[config.mk]
export PLATFORM = sky130hd
export DESIGN_NAME = mbus_rx_channel_filter
export DESIGN_NICKNAME = d
export VERILOG_FILES = /design/src/rtl/mbus_rx_channel_filter.sv
export SDC_FILE = /design/constraint.sdc
export NUM_CORES = 1
export LEC_CHECK = 0
export ABC_AREA = 1
export CAP_MARGIN = 20
export CELL_PAD_IN_SITES_DETAIL_PLACEMENT = 0
export CELL_PAD_IN_SITES_GLOBAL_PLACEMENT = 1
export CORE_MARGIN = 2
export CORE_UTILIZATION = 37
export CTS_CLUSTER_SIZE = 40
export DETAILED_ROUTE_END_ITERATION = 12
export PLACE_DENSITY_LB_ADDON = 0.12
export SLEW_MARGIN = 20
export SYNTH_ARGS = -nofsm -noshare
export SYNTH_HDL_FRONTEND = slang
export SYNTH_SLANG_ARGS = --single-unit
[constraint.sdc]
create_clock -name CLK_EXT -period 3.8 [get_ports CLK_EXT]
set_input_delay 0.76 -clock CLK_EXT [delete_from_list [all_inputs] [get_ports CLK_EXT]]
set_output_delay 0.76 -clock CLK_EXT [all_outputs]
set_load 0.005 [all_outputs]
[src/rtl/mbus_rx_channel_filter.sv]
// RX-side channel filter between the bus node RX port and the host RX port.
// Broadcast messages on channels selected by DROP_MASK are acknowledged
// locally. All other messages are forwarded to the host over a registered
// four-phase handshake. A host-ACK timeout keeps a stalled host from hanging
// the node. Saturating drop and timeout counters are exported for debug.
module mbus_rx_channel_filter #(
    parameter int unsigned FUNC_WIDTH  = 4,
    parameter int unsigned ADDR_WIDTH  = 32,
    parameter int unsigned NUM_CH      = 16,
    parameter int unsigned ACK_TIMEOUT = 1024,
    parameter int unsigned TMR_WIDTH   = 11,
    parameter int unsigned CNT_WIDTH   = 16
) (
    input  logic                  CLK_EXT,
    input  logic                  RESETn,
    input  logic                  MASTER_EN,
    input  logic [NUM_CH-1:0]     DROP_MASK,
    input  logic [ADDR_WIDTH-1:0] NODE_RX_ADDR,
    input  logic                  NODE_RX_BROADCAST,
    input  logic                  NODE_RX_REQ,
    output logic                  NODE_RX_ACK,
    output logic                  HOST_RX_REQ,
    input  logic                  HOST_RX_ACK,
    output logic                  TIMEOUT,
    output logic [CNT_WIDTH-1:0]  DROP_COUNT,
    output logic [CNT_WIDTH-1:0]  TIMEOUT_COUNT
);

    // Timer value on which the timeout fires; meaningless when ACK_TIMEOUT is 0.
    localparam logic [TMR_WIDTH-1:0] TmrLast = TMR_WIDTH'(ACK_TIMEOUT - 1);
    localparam bit                   TmrEn   = (ACK_TIMEOUT != 0);

    typedef enum logic [1:0] {
        StIdle,
        StHostReq,
        StAckNode,
        StDrain
    } state_e;

    state_e                 state_q, state_d;
    logic [TMR_WIDTH-1:0]   timer_q, timer_d;
    logic                   node_ack_q, node_ack_d;
    logic                   host_req_q, host_req_d;
    logic                   timeout_q, timeout_d;
    logic [CNT_WIDTH-1:0]   drop_cnt_q, drop_cnt_d;
    logic [CNT_WIDTH-1:0]   to_cnt_q, to_cnt_d;

    logic match;
    logic unused_addr;

    // Only the function field selects the channel; upper address bits are ignored.
    assign match       = MASTER_EN & NODE_RX_BROADCAST & DROP_MASK[NODE_RX_ADDR[FUNC_WIDTH-1:0]];
    assign unused_addr = ^NODE_RX_ADDR[ADDR_WIDTH-1:FUNC_WIDTH];

    // Next-state logic for the handshake FSM, timer and counters.
    always_comb begin
        state_d    = state_q;
        timer_d    = timer_q;
        node_ack_d = node_ack_q;
        host_req_d = host_req_q;
        timeout_d  = 1'b0;
        drop_cnt_d = drop_cnt_q;
        to_cnt_d   = to_cnt_q;

        unique case (state_q)
            StIdle: begin
                // A host still holding ACK from an earlier message blocks acceptance.
                if (NODE_RX_REQ && !HOST_RX_ACK) begin
                    if (match) begin
                        state_d    = StAckNode;
                        node_ack_d = 1'b1;
                        if (drop_cnt_q != '1) begin
                            drop_cnt_d = drop_cnt_q + CNT_WIDTH'(1);
                        end
                    end else begin
                        state_d    = StHostReq;
                        host_req_d = 1'b1;
                        timer_d    = '0;
                    end
                end
            end
            StHostReq: begin
                if (!NODE_RX_REQ) begin
                    // Node withdrew: never ack a message it no longer offers.
                    state_d    = StDrain;
                    host_req_d = 1'b0;
                end else if (HOST_RX_ACK) begin
                    state_d    = StAckNode;
                    host_req_d = 1'b0;
                    node_ack_d = 1'b1;
                end else if (TmrEn && (timer_q == TmrLast)) begin
                    state_d    = StAckNode;
                    host_req_d = 1'b0;
                    node_ack_d = 1'b1;
                    timeout_d  = 1'b1;
                    if (to_cnt_q != '1) begin
                        to_cnt_d = to_cnt_q + CNT_WIDTH'(1);
                    end
                end else begin
                    timer_d = timer_q + TMR_WIDTH'(1);
                end
            end
            StAckNode: begin
                if (!NODE_RX_REQ) begin
                    state_d    = StDrain;
                    node_ack_d = 1'b0;
                end
            end
            StDrain: begin
                // Absorbs a late host ACK after a timeout or withdrawal.
                if (!HOST_RX_ACK) begin
                    state_d = StIdle;
                end
            end
            default: begin
                state_d = StIdle;
            end
        endcase
    end

    // State and output registers with synchronous active-low reset.
    always_ff @(posedge CLK_EXT) begin
        if (!RESETn) begin
            state_q    <= StIdle;
            timer_q    <= '0;
            node_ack_q <= 1'b0;
            host_req_q <= 1'b0;
            timeout_q  <= 1'b0;
            drop_cnt_q <= '0;
            to_cnt_q   <= '0;
        end else begin
            state_q    <= state_d;
            timer_q    <= timer_d;
            node_ack_q <= node_ack_d;
            host_req_q <= host_req_d;
            timeout_q  <= timeout_d;
            drop_cnt_q <= drop_cnt_d;
            to_cnt_q   <= to_cnt_d;
        end
    end

    assign NODE_RX_ACK   = node_ack_q;
    assign HOST_RX_REQ   = host_req_q;
    assign TIMEOUT       = timeout_q;
    assign DROP_COUNT    = drop_cnt_q;
    assign TIMEOUT_COUNT = to_cnt_q;

endmodule

==> results of run 1 <==
-- through the flow --
step           area, sq um  power (mW)  instances  util, %
2_1_floorplan         3310       0.819        483        -
3_3_place_gp          3980       0.915        643     45.8
3_5_place_dp          3980       0.918        643     45.8
4_1_cts               4080        1.27        651     47.0
5_1_grt               4080        1.34        651     47.0
6_report              4080        1.24        651     47.0
-- final cells by class --
class,instances,area (sq um)
Clock buffer,6,82.6
Sequential cell,48,961
Timing Repair Buffer,64,631
Multi-Input combinational cell,354,1990
Inverter,69,264
Clock inverter,2,13.8
Tap cell,108,135
Fill cell,915,4600
-- cells in the final DEF (no fill, tap or decap), types with 7 or more instances in the layout --
master	instances
a21oi_1	18
a21oi_2	20
clkdlybuf4s50_1	60
dfxtp_1	48
ha_1	8
inv_1	62
nand2_1	118
nand2_2	24
nand3_1	41
nand4_1	14
nor2_1	40
nor3_1	13
o21ai_0	10
xnor2_1	7
xor2_1	20
-- flip-flops by register name (all words and copies together), names as in the netlist --
name / cells
DROP_COUNT: 16
TIMEOUT_COUNT: 16
timer_q: 11
state_q: 2
HOST_RX_REQ: 1
NODE_RX_ACK: 1
TIMEOUT: 1
-- power by group --
group	internal, mW	switching [mW]
sequential	0.537	0.0294
clock	0.149	0.190
combinational	0.134	0.206
total	0.820	0.425
-- kinds of logic after synthesis --
logic type	synth area share, %
AND/OR/NAND/NOR	40.4
buffers and inverters	10.8
AO/OA/AOI/OAI	9.54
flip-flops	29.1
XOR/XNOR	7.15
adder cells (fa/ha/maj)	3.03
-- critical path, delay by kind of cell --
kind	cells	cell delay (ns)
AO/OA/AOI/OAI	1	0.13
buffers and inverters	2	0.81
AND/OR/NAND/NOR	8	1.12
-- per-layer routing --
layer / wire (um) / GRT usage (%)
met1: 3810 / 21.5
met2: 3540 / 27.9
met4: 107 / 5.48
met5: 0 / 0
met3: 218 / 2.06
-- how the worst min path moves through the flow --
stage                        to  slack, ns  cells after the start
finish              timer_q[10]       0.47                      2
CTS                 timer_q[10]       0.47                      2
detailed placement  timer_q[10]       0.45                      2
floorplan           timer_q[10]       0.43                      2
global route        timer_q[10]       0.50                      2
global placement    timer_q[10]       0.44                      2
==> metrics.csv, run 1 <==
metric,value,unit
fin_worst_hold_slack,0.466,ns
core,0.00868,sq mm
startpoint_type,primary input,
diodes,0,
avgSynthCellArea,6.84,sq um
ys_ff_latch,48,
post_drt_wl_per_cell,11.8,um
reg2regPathDepth,8,
vias,3040,
cts_tree,done,
dieArea,0.00971,sq mm
post_cts_buffers,0,
synthArstFlopShare,0,%
leakagePower,1.59,nW
power.density,306,mW/mm^2
hp-class,reg2reg,
cts_root_buf,clkbuf_8,
period_share,68.5,%
cts_sinks,48,
crit_start,NODE_RX_ADDR[0],
path_cells,clkdlybuf4s50_1 > inv_4 > nand2_1 > nand3_1 > nand3_1 > nand3_1 > nand2_2 > nand3_4 > nor2_8 > nand2_1 > a21oi_1,
cts-resized-gates,0,
syn_inst,483,
syn_area,0.00331,sq mm
yosys-top-cells-area,"dfxtp_1, nand2_1, inv_1",
grt_setup_unrepaired,false,
hold_buffers,0,
crit_required,4.05,ns
cap_violations,0,
portBuffers,60,
antenna_found_initial,0,
critPathKind,in2reg,
cts.clk_slew.worst_paths,0.10,ns
die_w,98.5,um
drc_errors,0,
worst_slack,1.20,ns
gp_congestion,0.782,
drt-total-wl,7670,um
ys_seq_area_share,29.1,%
critPathMostFrequentCell,nand3_1,
synthTopCellsByCount,"nand2_1, inv_1, dfxtp_1, nand3_1, nor2_1",
yosysTopAreaCellShare,29.1,%
r2r_end,timer_q[9],
htreeDepth,2,
status,"finished, final reports clean",
min_period,2.60,ns
drv_slew,0,
crit_fanout,16,
hpwl,5470,um
std_cell_rows,34,
area_growth,23.3,%
reg2reg_from,state_q[1],
grt_start_max_net_pins,27,
clk_path_buf_depth,2,
grt_pass1_vias,2923,
hp-start,timer_q[10],
drt_iter0_markers,77,
clock-skew-final,0.00446,ns
fin_tns_setup,0,ns
die_h,98.5,um
maxSlewHeadroom,56.8,%
max_freq,384,MHz
ant_nets,0,
syn_nets,545,
reg2reg_slack,1.51,ns
io_pins,89,
clk_latency,0.31,ns
synth-edff-count,0,
yosysUniqueCellTypes,33,
fin_nets,604,
slowest_stage,clkdlybuf4s50_1,
grt_usage,16.4,%
setup.worst_path.end,DROP_COUNT[7],
yosys_most_used_dff,dfxtp_1,
drive_above_1_share,14.0,%
synth_warnings,0,
synth.most_common_cell,nand2_1,
cts_buffers,5,
drtPass1Iterations,4,
yosysTopAreaCell,dfxtp_1,
setup_viol,0,
grt_pass1_wl,13400,um
grt_overflow_total,0,
dp_slack,0.818,ns
timing_hold_violations_final,0,
vias_per_cell,4.67,
end_kind,flip-flop,
ir_drop,0.000146,V
worst_ep_arrival_time,2.85,ns
worstMarginPinSlew,0.648,ns
critPathMaxStageDelay,0.72,ns
initial_core_util,38.1,%
(Power assumes the default switching activity.)
==> run 2, diff against run 1 <==
- CORE_UTILIZATION: 37 -> 34
- clock period: 3.8 -> 2.6 ns (I/O delays scaled with it)
==> run 2 against run 1 <==
First-iteration DRC count grew 51%. Critical path type unchanged. Clock skew is essentially flat. Register-to-register slack worse by 1.0 ns. Sequential cell count unchanged. Via count rose by 2.9%. Worst hold slack gained 0.0035 ns. Non-clock buffer count up 4. Wire length increased by 3.4%. Design area is 1.8% higher. Sequential power increased by 46%. Combinational power is 49% higher.
==> metrics.csv, run 2 (synthesis gave the netlist of run 1 again) <==
metric,value,unit,change
status,"finished, final reports clean",,unchanged
timing_hold_violations_final,0,,unchanged
cts_buffers,5,,unchanged
drive_above_1_share,14.6,%,was 14.0%
register_area,961,sq um,unchanged
core,0.00933,sq mm,was 0.00868 sq mm
final_cell_mix,"nand2_1, inv_1, clkdlybuf4s50_1, dfxtp_1, nand3_1",,unchanged
worst_ep_arrival_time,2.46,ns,was 2.85 ns
layout_commonest_cell,nand2_1,,unchanged
r2r_end,TIMEOUT_COUNT[15],,was timer_q[9]
die_w,103,um,was 98.5 um
min_period,2.23,ns,
initial_core_util,35.4,%,was 38.1%
drc_errors,0,,unchanged
vias,3127,,was 3040
grt_overflow_total,0,,unchanged
maxSlewHeadroom,58.4,%,was 56.8%
drtPass1Iterations,5,,was 4
reg2reg_from,timer_q[0],,was state_q[1]
reg2regPathDepth,9,,was 8
ir_drop,0.000253,V,was 0.000146 V
power,1.91,mW,was 1.24 mW
cts_root_buf,clkbuf_8,,unchanged
grt_setup_unrepaired,false,,unchanged
portBuffers,60,,unchanged
cap_violations,0,,unchanged
reg2reg_slack,0.48,ns,was 1.51 ns
placed_cell_area,0.00404,sq mm,was 0.00398 sq mm
grt_pass1_wl,13700,um,was 13400 um
leakagePower,1.61,nW,was 1.59 nW
crit_start,NODE_RX_ADDR[0],,unchanged
grt_start_max_net_pins,19,,was 27
hold_buffers,0,,unchanged
path_cells,clkdlybuf4s50_1 > inv_4 > nand2_1 > nand3_1 > nand3_1 > nand3_1 > nand2_2 > nand3_4 > nor2_8 > nand2_1 > a21oi_1,,unchanged
diodes,0,,unchanged
period_share,85.8,%,
grt_util_met3,2.85,%,was 2.06%
setup.worst_path.end,DROP_COUNT[3],,was DROP_COUNT[7]
critPathMaxStageDelay,0.71,ns,was 0.72 ns
drv_slew,0,,unchanged
worstMarginPinSlew,0.624,ns,was 0.648 ns
clk_path_buf_depth,2,,unchanged
grt_use_met1,21.4,%,was 21.5%
slowest_stage,clkdlybuf4s50_1,,unchanged
antenna_found_initial,0,,unchanged
grt_pass1_vias,2970,,was 2923
io_pins,89,,unchanged
critPathKind,in2reg,,unchanged
htreeDepth,2,,unchanged
max_freq,448,MHz,
die_h,103,um,was 98.5 um
multi_input_area,0.00199,sq mm,unchanged
drt_iter0_markers,116,,was 77
gp_congestion,0.782,,about the same
dieArea,0.0105,sq mm,was 0.00971 sq mm
fill_cells,1018,,was 915
grt_usage,16.0,%,was 16.4%
clk_latency,0.30,ns,was 0.31 ns
power.density,460,mW/mm^2,was 306 mW/mm^2
vias_per_cell,4.63,,was 4.67
hp-class,reg2reg,,unchanged
fin_tns_setup,0,ns,unchanged
crit_required,2.83,ns,was 4.05 ns
post_cts_buffers,0,,unchanged
cts_tree,done,,unchanged
critPathMostFrequentCell,nand3_1,,unchanged
end_kind,flip-flop,,unchanged
cts_sinks,48,,unchanged
setup_viol,0,,unchanged
cts.clk_slew.worst_paths,0.10,ns,about the same
clock-skew-final,0.00485,ns,was 0.00446 ns
finalInstanceArea,0.00415,sq mm,was 0.00408 sq mm
startpoint_type,primary input,,unchanged
top_usage_layer,met2,,unchanged
std_cell_rows,35,,was 34
area_growth,25.5,%,was 23.3%
drt-total-wl,7940,um,was 7670 um
fin_nets,608,,was 604
use_met2,26.8,%,was 27.9%
crit_fanout,16,,unchanged
post_drt_wl_per_cell,11.7,um,was 11.8 um
hpwl,5770,um,was 5470 um
ant_nets,0,,unchanged
cts-resized-gates,0,,unchanged
-- run 2: cell count changes in the layout (fill, tap and decap cells not counted), sizes merged --
cell | previous run | this run
clkinvlp | 0 | 1
clkinv | 2 | 1
bufinv | 0 | 1
clkbuf | 6 | 5
buf | 4 | 8
-- run 2: critical path, delay by kind of cell --
family,cells,cell delay (ns)
AOI/OAI and AO/OA,1,0.13
buffers and inverters,2,0.80
and+or+nand+nor,8,0.99
-- run 2: through the flow --
step	hold slack (ns)	instances	setup WS, ns	util, %
after detailed placement	0.455	668	0.0368	43.3
after CTS	0.470	676	0.364	44.5
after floorplan	0.432	483	0.888	-
after global placement	0.443	668	0.0187	43.3
final	0.470	676	0.369	44.5
after global routing	0.511	676	0.175	44.5
-- run 2: cell type report --
type                    count  share of cell area (%)
clock buffers               5                    1.66
clock inverters             3                    1.12
inverters                  69                    6.36
multi-input cells         354                    47.9
flip-flops and latches     48                    23.2
well taps                 129                    3.89
repair buffers             68                    15.9
-- run 2: where the power goes --
part           internal, mW  switching [mW]
Clock                 0.290           0.284
Sequential            0.785          0.0419
Combinational         0.202           0.305
Total                  1.28           0.632
-- run 2: metal layers --
metal / wire length (um) / share of wire, % / up-vias
li1: - / - / 1664
met1: 3920 / 49 / 1386
met2: 3570 / 45 / 71
met3: 355 / 4.5 / 6
met4: 89 / 1.1 / 0
met5: 0 / 0 / -
-- run 2: worst min-delay path by stage --
stage / startpoint / endpoint / slack (ns) / cells past startpoint
after floorplan: timer_q[10] / timer_q[10] / 0.43 / 2
after global placement: timer_q[10] / timer_q[10] / 0.44 / 2
after detailed placement: timer_q[10] / timer_q[10] / 0.46 / 2
after CTS: timer_q[10] / timer_q[10] / 0.47 / 2
after global routing: timer_q[10] / timer_q[10] / 0.51 / 2
final: timer_q[10] / timer_q[10] / 0.47 / 2
==> run 3, diff against run 2 <==
- CTS_BUF_LIST: default -> sky130_fd_sc_hd__clkbuf_4 sky130_fd_sc_hd__clkbuf_8 sky130_fd_sc_hd__clkbuf_16
==> results of run 3 <==
Final layout, timing and power as in run 2 (identical DEF).
==> edit 1: new RTL, flow settings as in run 2 <==
The parameter `CNT_WIDTH` goes from 16 to 32.
--- a/src/rtl/mbus_rx_channel_filter.sv
+++ b/src/rtl/mbus_rx_channel_filter.sv
@@ -9,7 +9,7 @@
     parameter int unsigned NUM_CH      = 16,
     parameter int unsigned ACK_TIMEOUT = 1024,
     parameter int unsigned TMR_WIDTH   = 11,
-    parameter int unsigned CNT_WIDTH   = 16
+    parameter int unsigned CNT_WIDTH   = 32
 ) (
     input  logic                  CLK_EXT,
     input  logic                  RESETn,
Interface: changed (resized DROP_COUNT and TIMEOUT_COUNT); port bits go from 89 to 121. No check against the original RTL was run, so the function may have changed too.
==> edit 1 against run 2 <==
Power is 70% higher. Routed wire length is 86% higher. Cell area is 61% higher. Maximum frequency is 4.6% higher. Synthesized area is 57% higher. Sequential power is 56% higher. Die area is 55% higher. Sequential cell count is 32 higher. Combinational power is 8.1% higher. Worst setup slack better by 0.097 ns. Largest cell class unchanged.
==> edit 1: results <==
metrics = {
    "synthesis": {
        "yosysWarningCount": 0,
        "share_of_the_yosys_chip_area_belonging_to_registers_pct": 30.86,
        "synth_fp_nets": 853,
        "synth_xor_xnor_area_share_pct": 9.450,
        "synth.top_cells.by_area": "sky130_fd_sc_hd__dfxtp_1 31%, sky130_fd_sc_hd__nand2_1 18%, sky130_fd_sc_hd__xor2_1 7.1%, sky130_fd_sc_hd__a21oi_1 6.4%, sky130_fd_sc_hd__inv_1 5.5%",
        "synth-adder-area-share_pct": 1.929,
        "synth-compound-area-share_pct": 10.00,
        "synth_cell_count_leaders": "250 x sky130_fd_sc_hd__nand2_1, 80 x sky130_fd_sc_hd__dfxtp_1, 76 x sky130_fd_sc_hd__inv_1, 67 x sky130_fd_sc_hd__nor2_1, 66 x sky130_fd_sc_hd__a21oi_1",
    },
    "clock_tree": {
        "h-tree-depth": 3,
        "cts_buffers": 9,
        "cts_root_buffer": "sky130_fd_sc_hd__clkbuf_16",
        "clkLatencyLatePin_ns": 0.35,
    },
    "grt": {
        "maximum_number_of_pins_on_one_net_before_global_route_repair": 33,
        "grt_pass1_wl_mm": 24.78,
        "groute.layer.met2.usage_pct": 32.93,
        "globalRouteMet1Util_pct": 23.35,
        "global_route.usage.total_pct": 18.86,
        "first_global_vias": 5168,
    },
    "timing": {
        "max_slew_margin_pct": 67.92,
        "clock_skew_ns": 0.007217,
    },
    "pwr": {
        "power.sequential.fraction_pct": 39.7,
        "max-vdd-ir-drop_v": 0.0003057,
        "internal_portion_of_total_power_mw": 2.342,
        "leakagePower_nw": 2.416,
        "comb_power_uw": 548,
    },
    "finish": {
        "n_fill_cell": 1566,
        "post_route_cells_drive_above_1_share_pct": 9.551,
        "fin_nets": 947,
    },
    "critical_path": {
        "max_stage_delay_ns": 0.68,
        "worstPathMaxFanout": 10,
        "worst_ep_arrival_time_ns": 2.38,
        "worst_r2r_path_depth": 10,
        "cpLargestDelayFamily": "buffers and inverters",
    },
    "placement": {
        "port_buffers": 92,
        "routabilityCongestion": 0.9118,
        "hpwlAfterDp_mm": 11.41,
        "placement.cell_area_mm2": 0.006342,
    },
    "routing": {
        "wl_met2_mm": 7.187,
        "avgRoutedWirePerCell_um": 13.68,
        "met3RoutedLength_um": 496,
        "first_iter_violations": 236,
        "vias_per_cell": 4.948,
    },
    "run_status": {
        "run_status": "completed",
    },
}
## edit 1: cell count changes in the layout (fill, tap and decap cells not counted), sizes merged, moves of 16 or more
cell,change
nand2,+121
clkdlybuf4s50,+32
inv,+16
nor2,+27
dfxtp,+32
a21oi,+45
xor2,+22
nor3,+23
## edit 1: logic make-up (layout without fill, tap and decap cells)
| logic type | count (synthesis) | after routing |
|---|---|---|
| buffers and inverters | 111 | 210 |
| adders and majority gates | 8 | 8 |
| DFF | 80 | 80 |
| xor gates and xnor gates | 56 | 56 |
| AOI/OAI and AO/OA | 90 | 90 |
| and+or+nand+nor | 446 | 446 |
## edit 1: path summary, 6_finish.rpt
check                                 startpoint           endpoint  slack [ns]
worst max-delay path             NODE_RX_ADDR[0]      DROP_COUNT[8]        0.47
worst min-delay path                 NODE_RX_ACK        NODE_RX_ACK        0.46
worst max register to register  TIMEOUT_COUNT[1]  TIMEOUT_COUNT[21]        0.53
worst min register to register       NODE_RX_ACK        NODE_RX_ACK        0.46
## edit 1: layout make-up
class | count | area, um^2 | area share (%)
Inverter | 87 | 329.1 | 4.937
Timing Repair Buffer | 107 | 1084 | 16.26
Multi-Input combinational cell | 600 | 3093 | 46.41
Clock buffer | 11 | 242.7 | 3.642
Sequential cell | 80 | 1602 | 24.03
Tap cell | 188 | 235.2 | 3.529
Clock inverter | 5 | 80.08 | 1.201
## edit 1: metrics by stage
stage / hold slack [ns] / power, mW / worst slack [ns] / std cells
finish: 0.4643 / 3.243 / 0.4666 / 1078
global route: 0.5012 / 3.413 / 0.2550 / 1078
CTS: 0.4653 / 3.280 / 0.4513 / 1078
detailed placement: 0.4558 / 1.862 / 0.08535 / 1062
global placement: 0.4496 / 1.851 / 0.1248 / 1062
floorplan: 0.4556 / 1.691 / 0.8696 / 791
==> edit 2: new RTL, config.mk and constraints of run 2 <==
Without the edit above. Re-encode `state_e` (4 states) as one-hot, 4 bits wide.
--- a/src/rtl/mbus_rx_channel_filter.sv
+++ b/src/rtl/mbus_rx_channel_filter.sv
@@ -30,11 +30,11 @@
     localparam logic [TMR_WIDTH-1:0] TmrLast = TMR_WIDTH'(ACK_TIMEOUT - 1);
     localparam bit                   TmrEn   = (ACK_TIMEOUT != 0);
 
-    typedef enum logic [1:0] {
-        StIdle,
-        StHostReq,
-        StAckNode,
-        StDrain
+    typedef enum logic [3:0] {
+        StIdle    = 4'b0001,
+        StHostReq = 4'b0010,
+        StAckNode = 4'b0100,
+        StDrain   = 4'b1000
     } state_e;
 
     state_e                 state_q, state_d;
Behaviour: same outputs for any inputs over 10 cycles, from zero or initial values and one cycle with RESETn low; not proved beyond that.
==> edit 2 against run 2 <==
Routed wire length shrank 0.37%. Worst setup slack improved by 0.22 ns. Cell area shrank 2.4%. Sequential share of layout area grew 1.6 points. Count of clock-buffer cells in the layout unchanged. Synthesized area fell by 2.8%. Sequential cell count up 2. Critical path type unchanged. Critical endpoint is now DROP_COUNT[7]. Largest cell class unchanged.
Power is not compared: it rests on default switching activity, and its combinational part moved more than twofold at a synthesized area within 25%.
==> edit 2: results <==
metrics = {
    "run_status": {
        "run_status": "completed",
    },
    "grt": {
        "maximum_number_of_pins_on_one_net_before_global_route_repair": 23,
        "global_route.usage.total_pct": 15.86,
        "grt_pass1_wl_mm": 13.47,
        "first_global_vias": 2929,
    },
    "pwr": {
        "p_sw_uw": 454.2,
        "leakagePower_nw": 1.548,
        "cellPowerDensity_mw_per_mm2": 381.0,
        "power.share.combinational_pct": 16.3,
        "share_clk_of_total_power_pct": 31.2,
    },
    "timing": {
        "setup_viol": 0,
        "clock_skew_ns": 0.01033,
        "fin_setup_tns_ns": 0,
        "worst-slew-pin-transition_ns": 0.5620,
    },
    "placement": {
        "dp_slack_ns": 0.2376,
        "dp.cells": 651,
        "routabilityCongestion": 0.8260,
        "hpwlAfterDp_mm": 5.988,
        "placement.cell_area_mm2": 0.003959,
        "port_buffers": 60,
    },
    "clock_tree": {
        "cts_hold_buffers": 0,
        "cts_root_buffer": "sky130_fd_sc_hd__clkbuf_8",
        "clkLatencyLatePin_ns": 0.31,
        "cts_repair_resize_count": 0,
        "post-cts-setup-buffers": 0,
        "path_clk_slew_ns": 0.10,
        "cts_buffers": 5,
        "h-tree-depth": 2,
        "clk_path_buf_depth": 2,
    },
    "finish": {
        "n_fill_cell": 1004,
        "fin_nets": 604,
        "antennaDiodeCount": 0,
        "post_route_cells_drive_above_1_share_pct": 12.77,
        "stdcell_count": 659,
    },
    "routing": {
        "vias": 3112,
        "avgRoutedWirePerCell_um": 12.00,
        "drcViolationCount": 0,
        "first_iter_violations": 52,
        "detailedRoute.firstPassIterationCount": 6,
    },
    "synthesis": {
        "synth_cell_count_leaders": "126 x sky130_fd_sc_hd__nand2_1, 58 x sky130_fd_sc_hd__nor2_1, 55 x sky130_fd_sc_hd__inv_1, 50 x sky130_fd_sc_hd__dfxtp_1, 35 x sky130_fd_sc_hd__nand3_1",
        "synth.top_cells.by_area": "sky130_fd_sc_hd__dfxtp_1 31%, sky130_fd_sc_hd__nand2_1 15%, sky130_fd_sc_hd__nor2_1 6.8%, sky130_fd_sc_hd__inv_1 6.4%, sky130_fd_sc_hd__nand3_1 5.4%",
        "yosysWarningCount": 0,
        "synth_area_per_cell_um2": 6.683,
        "yosysUniqueCellTypes": 37,
        "share_of_the_yosys_chip_area_belonging_to_registers_pct": 31.14,
        "synth_fp_nets": 538,
        "async_reset_ff_share_pct": 0,
    },
    "critical_path": {
        "worstPathMaxFanout": 16,
        "max_stage_delay_ns": 0.50,
        "cp_slowest_cell": "sky130_fd_sc_hd__clkdlybuf4s50_1",
    },
    "hold_path": {
        "holdCritPathClass": "register to register",
    },
}
## edit 2: cell types whose count changed in the layout (fill, tap and decap cells not counted), sizes merged, moves of 3 or more
cell / run 2 / this run
a21oi: 38 / 32
ha: 8 / 3
inv: 69 / 64
nand3: 45 / 41
nand3b: 3 / 0
nor2: 46 / 64
nor3: 13 / 21
nor4: 1 / 4
xor2: 20 / 14
## edit 2: worst max-delay path: cells and delay by family
family | cells | cell delay (ns)
AO/OA/AOI/OAI | 1 | 0.13
buffers and inverters | 3 | 0.68
AND/OR/NAND/NOR | 8 | 0.91
## edit 2: routing by layer
layer / global-route usage, % / wire length, um / up-vias
met5: 0 / 0 / -
li1: - / - / 1665
met2: 25.93 / 3580 / 42
met4: 3.638 / 75 / 0
met1: 21.95 / 4030 / 1399
met3: 2.692 / 220 / 6
## edit 2: kinds of logic (layout without fill, tap and decap cells)
kind of cell,count (synthesis),after routing,synth area share [%]
AND/OR/NAND/NOR,287,287,43.25
buffers and inverters,74,141,9.848
flip-flops,50,50,31.14
AO/OA/AOI/OAI,44,44,8.330
XOR/XNOR,23,23,6.267
adder cells (fa/ha/maj),3,3,1.168
## edit 2: worst paths after layout
path	slack (ns)	cells after the start	start	end
hold / removal	0.47	2	HOST_RX_REQ	HOST_RX_REQ
setup / recovery	0.59	12	NODE_RX_ADDR[0]	DROP_COUNT[7]
hold reg to reg	0.47	2	HOST_RX_REQ	HOST_RX_REQ
setup reg to reg	0.62	10	timer_q[0]	TIMEOUT_COUNT[9]
## edit 2: final cells by class
cell class	count	area [um^2]	share of cell area, %
Clock buffer	5	68.82	1.700
Clock inverter	3	21.27	0.5253
Inverter	65	249.0	6.150
Multi-Input combinational cell	357	1897	46.85
Sequential cell	50	1001	24.72
Tap cell	111	138.9	3.430
Timing Repair Buffer	68	673.1	16.63
